[src/rtl/adjust_pkg.sv]
// Shared definitions for the clock-adjust control stage: state codes
// (also the field_sel display value) and default timing constants.
package adjust_pkg;

  typedef enum logic [2:0] {
    ST_RUN   = 3'd0,
    ST_SEC   = 3'd1,
    ST_MIN   = 3'd2,
    ST_HOUR  = 3'd3,
    ST_DAY   = 3'd4,
    ST_MONTH = 3'd5,
    ST_YEAR  = 3'd6
  } state_e;

  localparam int unsigned N_FIELDS         = 6;
  localparam int unsigned TIMEOUT_S_DEF    = 30;
  localparam int unsigned REPEAT_DELAY_DEF = 2;

  function automatic state_e next_state(input state_e s);
    return (s == ST_YEAR) ? ST_RUN : state_e'(s + 3'd1);
  endfunction

endpackage

[src/rtl/adjust_ctrl_key_repeat.sv]
// Per-key edge detect and held-key auto-repeat; pulse is combinational and
// registered by the instantiating block.
module key_repeat #(
  parameter int unsigned REPEAT_DELAY = 2
) (
  input  logic clk,
  input  logic rst,
  input  logic key,
  input  logic allow,
  input  logic clr,
  output logic pulse
);

  logic       prev_q;
  logic       rdy_q;
  logic       armed_q, armed_d;
  logic [3:0] hold_q, hold_d;
  logic       press;

  // rdy_q masks a key that was already down when reset released
  assign press = key & ~prev_q & rdy_q;

  always_comb begin
    hold_d  = hold_q;
    armed_d = armed_q;
    pulse   = 1'b0;
    if (clr || !key) begin
      hold_d  = '0;
      armed_d = 1'b0;
    end else if (!allow) begin
      armed_d = 1'b0;
    end else if (press) begin
      pulse   = 1'b1;
      armed_d = 1'b1;
      hold_d  = '0;
    end else if (armed_q) begin
      if (hold_q == 4'(REPEAT_DELAY)) pulse = 1'b1;
      else                            hold_d = hold_q + 4'd1;
    end
  end

  always_ff @(posedge clk or posedge rst) begin
    if (rst) begin
      prev_q  <= 1'b0;
      rdy_q   <= 1'b0;
      armed_q <= 1'b0;
      hold_q  <= '0;
    end else begin
      prev_q  <= key;
      rdy_q   <= rdy_q | ~key;
      armed_q <= armed_d;
      hold_q  <= hold_d;
    end
  end

endmodule

[src/rtl/adjust_ctrl.sv]
// Key-to-control front end for the clock counter chain: field select FSM,
// inactivity timeout, up/down auto-repeat and registered per-field outputs.
module adjust_ctrl
  import adjust_pkg::*;
#(
  parameter int unsigned TIMEOUT_S    = TIMEOUT_S_DEF,
  parameter int unsigned REPEAT_DELAY = REPEAT_DELAY_DEF
) (
  input  logic       clk_1Hz,
  input  logic       rst,
  input  logic       key_mode,
  input  logic       key_up,
  input  logic       key_down,
  output logic       en_1,
  output logic       adjust_sec,
  output logic       adjust_min,
  output logic       adjust_hour,
  output logic       adjust_day,
  output logic       adjust_month,
  output logic       adjust_year,
  output logic       up_sec,
  output logic       up_min,
  output logic       up_hour,
  output logic       up_day,
  output logic       up_month,
  output logic       up_year,
  output logic       down_sec,
  output logic       down_min,
  output logic       down_hour,
  output logic       down_day,
  output logic       down_month,
  output logic       down_year,
  output logic [2:0] field_sel
);

  state_e                state_q, state_d;
  logic [7:0]            idle_q, idle_d;
  logic                  mode_prev_q, mode_rdy_q, mode_press;
  logic                  in_set, chg, allow, clr;
  logic                  up_pulse, dn_pulse;
  logic                  en_q;
  logic [N_FIELDS-1:0]   adj_q, adj_d, up_q, up_d, dn_q, dn_d;

  key_repeat #(.REPEAT_DELAY(REPEAT_DELAY)) u_up (
    .clk(clk_1Hz), .rst(rst), .key(key_up), .allow(allow), .clr(clr), .pulse(up_pulse)
  );

  key_repeat #(.REPEAT_DELAY(REPEAT_DELAY)) u_down (
    .clk(clk_1Hz), .rst(rst), .key(key_down), .allow(allow), .clr(clr), .pulse(dn_pulse)
  );

  always_comb begin
    mode_press = key_mode & ~mode_prev_q & mode_rdy_q;
    in_set     = (state_q != ST_RUN);
    state_d    = state_q;
    idle_d     = idle_q;
    if (mode_press) begin
      state_d = next_state(state_q);
    end else if (in_set) begin
      if (key_up | key_down)                   idle_d  = '0;
      else if (idle_q == 8'(TIMEOUT_S - 1))    state_d = ST_RUN;
      else                                     idle_d  = idle_q + 8'd1;
    end
    chg = (state_d != state_q);
    if (chg || !in_set) idle_d = '0;
    allow = in_set & ~(key_up & key_down);
    // a state change also cancels repeat so the new field needs a fresh press
    clr   = ~in_set | chg;
  end

  always_comb begin
    adj_d = '0;
    up_d  = '0;
    dn_d  = '0;
    for (int unsigned i = 0; i < N_FIELDS; i++) begin
      adj_d[i] = (state_d == state_e'(3'(i + 1)));
      up_d[i]  = up_pulse & (state_q == state_e'(3'(i + 1)));
      dn_d[i]  = dn_pulse & (state_q == state_e'(3'(i + 1)));
    end
  end

  always_ff @(posedge clk_1Hz or posedge rst) begin
    if (rst) begin
      state_q     <= ST_RUN;
      idle_q      <= '0;
      mode_prev_q <= 1'b0;
      mode_rdy_q  <= 1'b0;
      en_q        <= 1'b1;
      adj_q       <= '0;
      up_q        <= '0;
      dn_q        <= '0;
    end else begin
      state_q     <= state_d;
      idle_q      <= idle_d;
      mode_prev_q <= key_mode;
      mode_rdy_q  <= mode_rdy_q | ~key_mode;
      en_q        <= (state_d == ST_RUN);
      adj_q       <= adj_d;
      up_q        <= up_d;
      dn_q        <= dn_d;
    end
  end

  assign en_1      = en_q;
  assign field_sel = state_q;
  assign {adjust_year, adjust_month, adjust_day, adjust_hour, adjust_min, adjust_sec} = adj_q;
  assign {up_year, up_month, up_day, up_hour, up_min, up_sec}                         = up_q;
  assign {down_year, down_month, down_day, down_hour, down_min, down_sec}             = dn_q;

endmodule
[config.mk]
export PLATFORM = sky130hd
export DESIGN_NAME = adjust_ctrl
export DESIGN_NICKNAME = d
export VERILOG_FILES = /design/src/rtl/adjust_pkg.sv /design/src/rtl/adjust_ctrl_key_repeat.sv /design/src/rtl/adjust_ctrl.sv
export SDC_FILE = /design/constraint.sdc
export NUM_CORES = 1
export LEC_CHECK = 0
export ABC_AREA = 0
export ABC_CLOCK_PERIOD_IN_PS = 1800
export CAP_MARGIN = 20
export CORE_MARGIN = 2
export CORE_UTILIZATION = 25
export DETAILED_ROUTE_END_ITERATION = 12
export GPL_ROUTABILITY_DRIVEN = 1
export GPL_TIMING_DRIVEN = 0
export RECOVER_POWER = 100
export SYNTH_ARGS = -nofsm -noshare
export SYNTH_HDL_FRONTEND = slang
export SYNTH_SLANG_ARGS = --single-unit
[constraint.sdc]
create_clock -name clk_1Hz -period 1.8 [get_ports clk_1Hz]
set_clock_uncertainty 0.15 [all_clocks]
set_input_delay 0.36 -clock clk_1Hz [delete_from_list [all_inputs] [get_ports clk_1Hz]]
set_output_delay 0.36 -clock clk_1Hz [all_outputs]
set_load 0.01 [all_outputs]
==> impl_metrics.py <==
metrics = {
    "setup_path": {
        "critical_path.top_delay_family": "simple AND/OR/NAND/NOR gates",
        "slowest_delay_ps": 410,
        "critPathSlowestCell": "dfrtp_1",
        "cp_num_buf_inv": 3,
        "end_kind": "flip-flop",
        "cp_common_cell": "nand2b_1",
        "reg2reg_to": "field_sel[2]",
        "cp.depth": 8,
        "startpoint": "field_sel[1]",
        "endpoint": "field_sel[2]",
        "crit_type": "flip-flop to flip-flop",
        "reg2reg_depth": 8,
        "start_kind": "flip-flop",
        "critPathArrivalTime_ps": 1830,
        "cp_max_fo": 10,
        "crit_chain": "buf_6 > buf_4 > nand2_2 > inv_1 > ha_4 > nand2b_1 > nand2b_1 > nand2_1",
        "ff2ff_setup_slack_ps": 20,
        "r2r_start": "field_sel[1]",
        "worstPathRequired_ps": 1850,
    },
    "yosys": {
        "ys_types": 36,
        "postSynth.topFlopCell": "dfrtp_1",
        "synthTopCellsByCount": "dfrtp_1 (45), nor2_1 (25), nand2_1 (15), a21oi_1 (13), o21ai_0 (10)",
        "avgSynthCellArea_um2": 10.3,
        "synth_fp_nets": 214,
        "syn_area_um2": 2080,
        "synth-edff-count": 0,
        "yosys.cell_count.top_type": "dfrtp_1",
        "synth_cells": 202,
        "ys_warn_count": 0,
        "synth_top_area_frac": 0.542,
        "seq_area_frac_synth": 0.554,
        "yosysTopAreaCell": "dfrtp_1",
        "yosys-top-cells-area": "dfrtp_1 (54%), nor2_1 (4.5%), ha_1 (4.2%)",
        "ys_seq_elements": 46,
        "synthArstFlopShare": 1.00,
    },
    "global_route": {
        "grt_first_pass_wirelength_mm": 7.18,
        "grt_max_degree": 26,
        "grt_overflow": 0,
        "grt_pass1_vias": 1548,
        "antenna_found_initial": 0,
        "track_usage": 0.0998,
    },
    "detailed_routing": {
        "drc": 0,
        "drtPass1Iterations": 4,
        "wire_per_inst_um": 12.5,
        "routed_wl_mm": 4.49,
        "route.vias.total": 1652,
        "first_iter_violations": 55,
        "vias_per_cell": 4.59,
        "ant_nets": 0,
    },
    "final_layout": {
        "fin_util": 0.365,
        "diodes": 0,
        "final_layout_size_suffix_gt1_frac": 0.314,
        "fin_area_um2": 2970,
        "synthToLayoutAreaGrowth_pct": 43.0,
        "nets": 266,
    },
    "placed_design": {
        "dp_slack_ps": -542,
        "dp_hpwl_mm": 2.88,
        "io_buffers": 26,
        "placed_cell_area_um2": 2500,
        "gp_congestion": 0.838,
    },
    "floorplanning": {
        "io_pins": 27,
        "die_h_um": 95.2,
        "start_util": 0.256,
        "dieWidth_um": 95.2,
        "die_area_um2": 9060,
        "rows": 33,
        "core-area_um2": 8130,
    },
    "clock_network": {
        "cts_buffers": 5,
        "cts_tree": "yes",
        "cts.sinks": 46,
        "clk_latency_ps": 300,
        "path_clk_slew_ps": 90,
        "htreeDepth": 2,
        "cts_hold_buffers": 0,
        "clk_path_buf_depth": 2,
        "root_buffer": "clkbuf_8",
    },
    "power": {
        "power_density_nw_per_um2": 999,
        "power_leakage_uw": 0.00124,
        "ir_worst_vdd_mv": 0.381,
    },
    "timing": {
        "tns_ps": 0,
        "worst_pin_slew_ps": 976,
        "hold_viol_final": 0,
        "finalCritPeriodShare": 0.991,
        "hold_ws_ps": 250,
        "setup_ws_ps": 16.8,
        "period_minus_slack_ps": 1780,
        "fmax_mhz": 561,
        "finalSetupViolCount": 0,
        "relSlewSlack": 0.349,
        "rsz0062_at_grt": "yes",
        "finalMaxSlewViolations": 0,
    },
    "worst_hold_path": {
        "hold_path.class": "input port to flip-flop",
    },
    "status": {
        "status": "finished, final reports clean",
    },
    "flow_run": {
        "maxCapViolCount": 0,
    },
}
==> final cells by class <==
type	instances	area [µm²]
clock inverter	3	21.3
buffer	9	82.6
sequential	46	1150
multi-input combinational	139	1040
tap	105	131
fill	784	5160
timing repair buffer	46	449
clock buffer	5	68.8
inverter	7	26.3
==> sequential cells by signal, indices dropped and copies added, names as in the netlist, 3 cells and up <==
name and cells:
field_sel 3, u_up.hold_q 4, idle_q 8, up_q 6
adj_q 6, dn_q 6, u_down.hold_q 4
==> how the worst min path moves through the flow <==
stage	slack, ps	end	start	depth (start not counted)
floorplan	240	mode_prev_q	key_mode	0
global placement	290	u_up.rdy_q	u_up.rdy_q	1
detailed placement	300	u_up.rdy_q	u_up.rdy_q	1
CTS	290	field_sel[0]	rst	2
global route	250	mode_prev_q	key_mode	1
finish	250	mode_prev_q	key_mode	1
==> cell families after synthesis <==
logic type | count (synthesis) | share of synthesized area
simple gates | 91 | 0.237
compound gates | 35 | 0.0993
flops | 46 | 0.554
fa+ha+maj | 7 | 0.0421
xor+xnor | 6 | 0.0253
buf+inv | 17 | 0.0421
==> metrics by stage <==
step	std cells	total power (µW)
global route	360	3160
detailed placement	334	1980
finish	360	2970
global placement	333	1970
CTS	346	2690
floorplan	202	1680
==> worst register-to-register path, stage by stage (launching register included) <==
cell and delay (ps):
dfrtp_1 410, buf_6 130, buf_4 170, nand2_2 90, inv_1 60, ha_4 290, nand2b_1 180, nand2b_1 140
nand2_1 60
==> report_power, final <==
part           internal [µW]  switching (µW)  leakage [µW]  total [µW]
combinational            578             580      0.000589        1160
sequential              1120            54.5      0.000607        1180
clock                    273             361     0.0000441         634
total                   1980             995       0.00124        2970
==> layer usage <==
metal	share of wire	wire (µm)	global-route usage	vias up
met5	0	0	0	-
met1	0.44	2000	0.129	804
met3	0.042	187	0.0261	6
met2	0.50	2260	0.168	34
li1	-	-	-	808
met4	0.0096	43	0.0217	0
==> layout by cell type (no fill, tap or decap), drive strengths merged, types with 2 or more instances in the layout <==
| master | count |
|---|---|
| nand2b | 8 |
| ha | 7 |
| xor2 | 5 |
| clkdlybuf4s50 | 18 |
| dlygate4sd3 | 2 |
| a21oi | 13 |
| and3 | 2 |
| nor3 | 5 |
| nand2 | 16 |
| nand3b | 3 |
| o32ai | 5 |
| inv | 7 |
| o21ai | 10 |
| and3b | 3 |
| clkdlybuf4s25 | 2 |
| clkinv | 2 |
| dfrtp | 45 |
| or3b | 2 |
| nand4 | 3 |
| nor2b | 2 |
| buf | 27 |
| nand3 | 8 |
| or4 | 8 |
| or3 | 3 |
| clkbuf | 7 |
| nor2 | 25 |
| dlygate4sd2 | 2 |
| a31oi | 4 |
==> what timing repair did <==
item | in CTS | in global routing
gates resized for setup | 13 | 57
cloned | 0 | 2
setup buffers | 5 | 12
pin swaps | 4 | 19
endpoints found under the setup margin | 29 | 35
No activity file was read; power rests on OpenSTA's default activity.
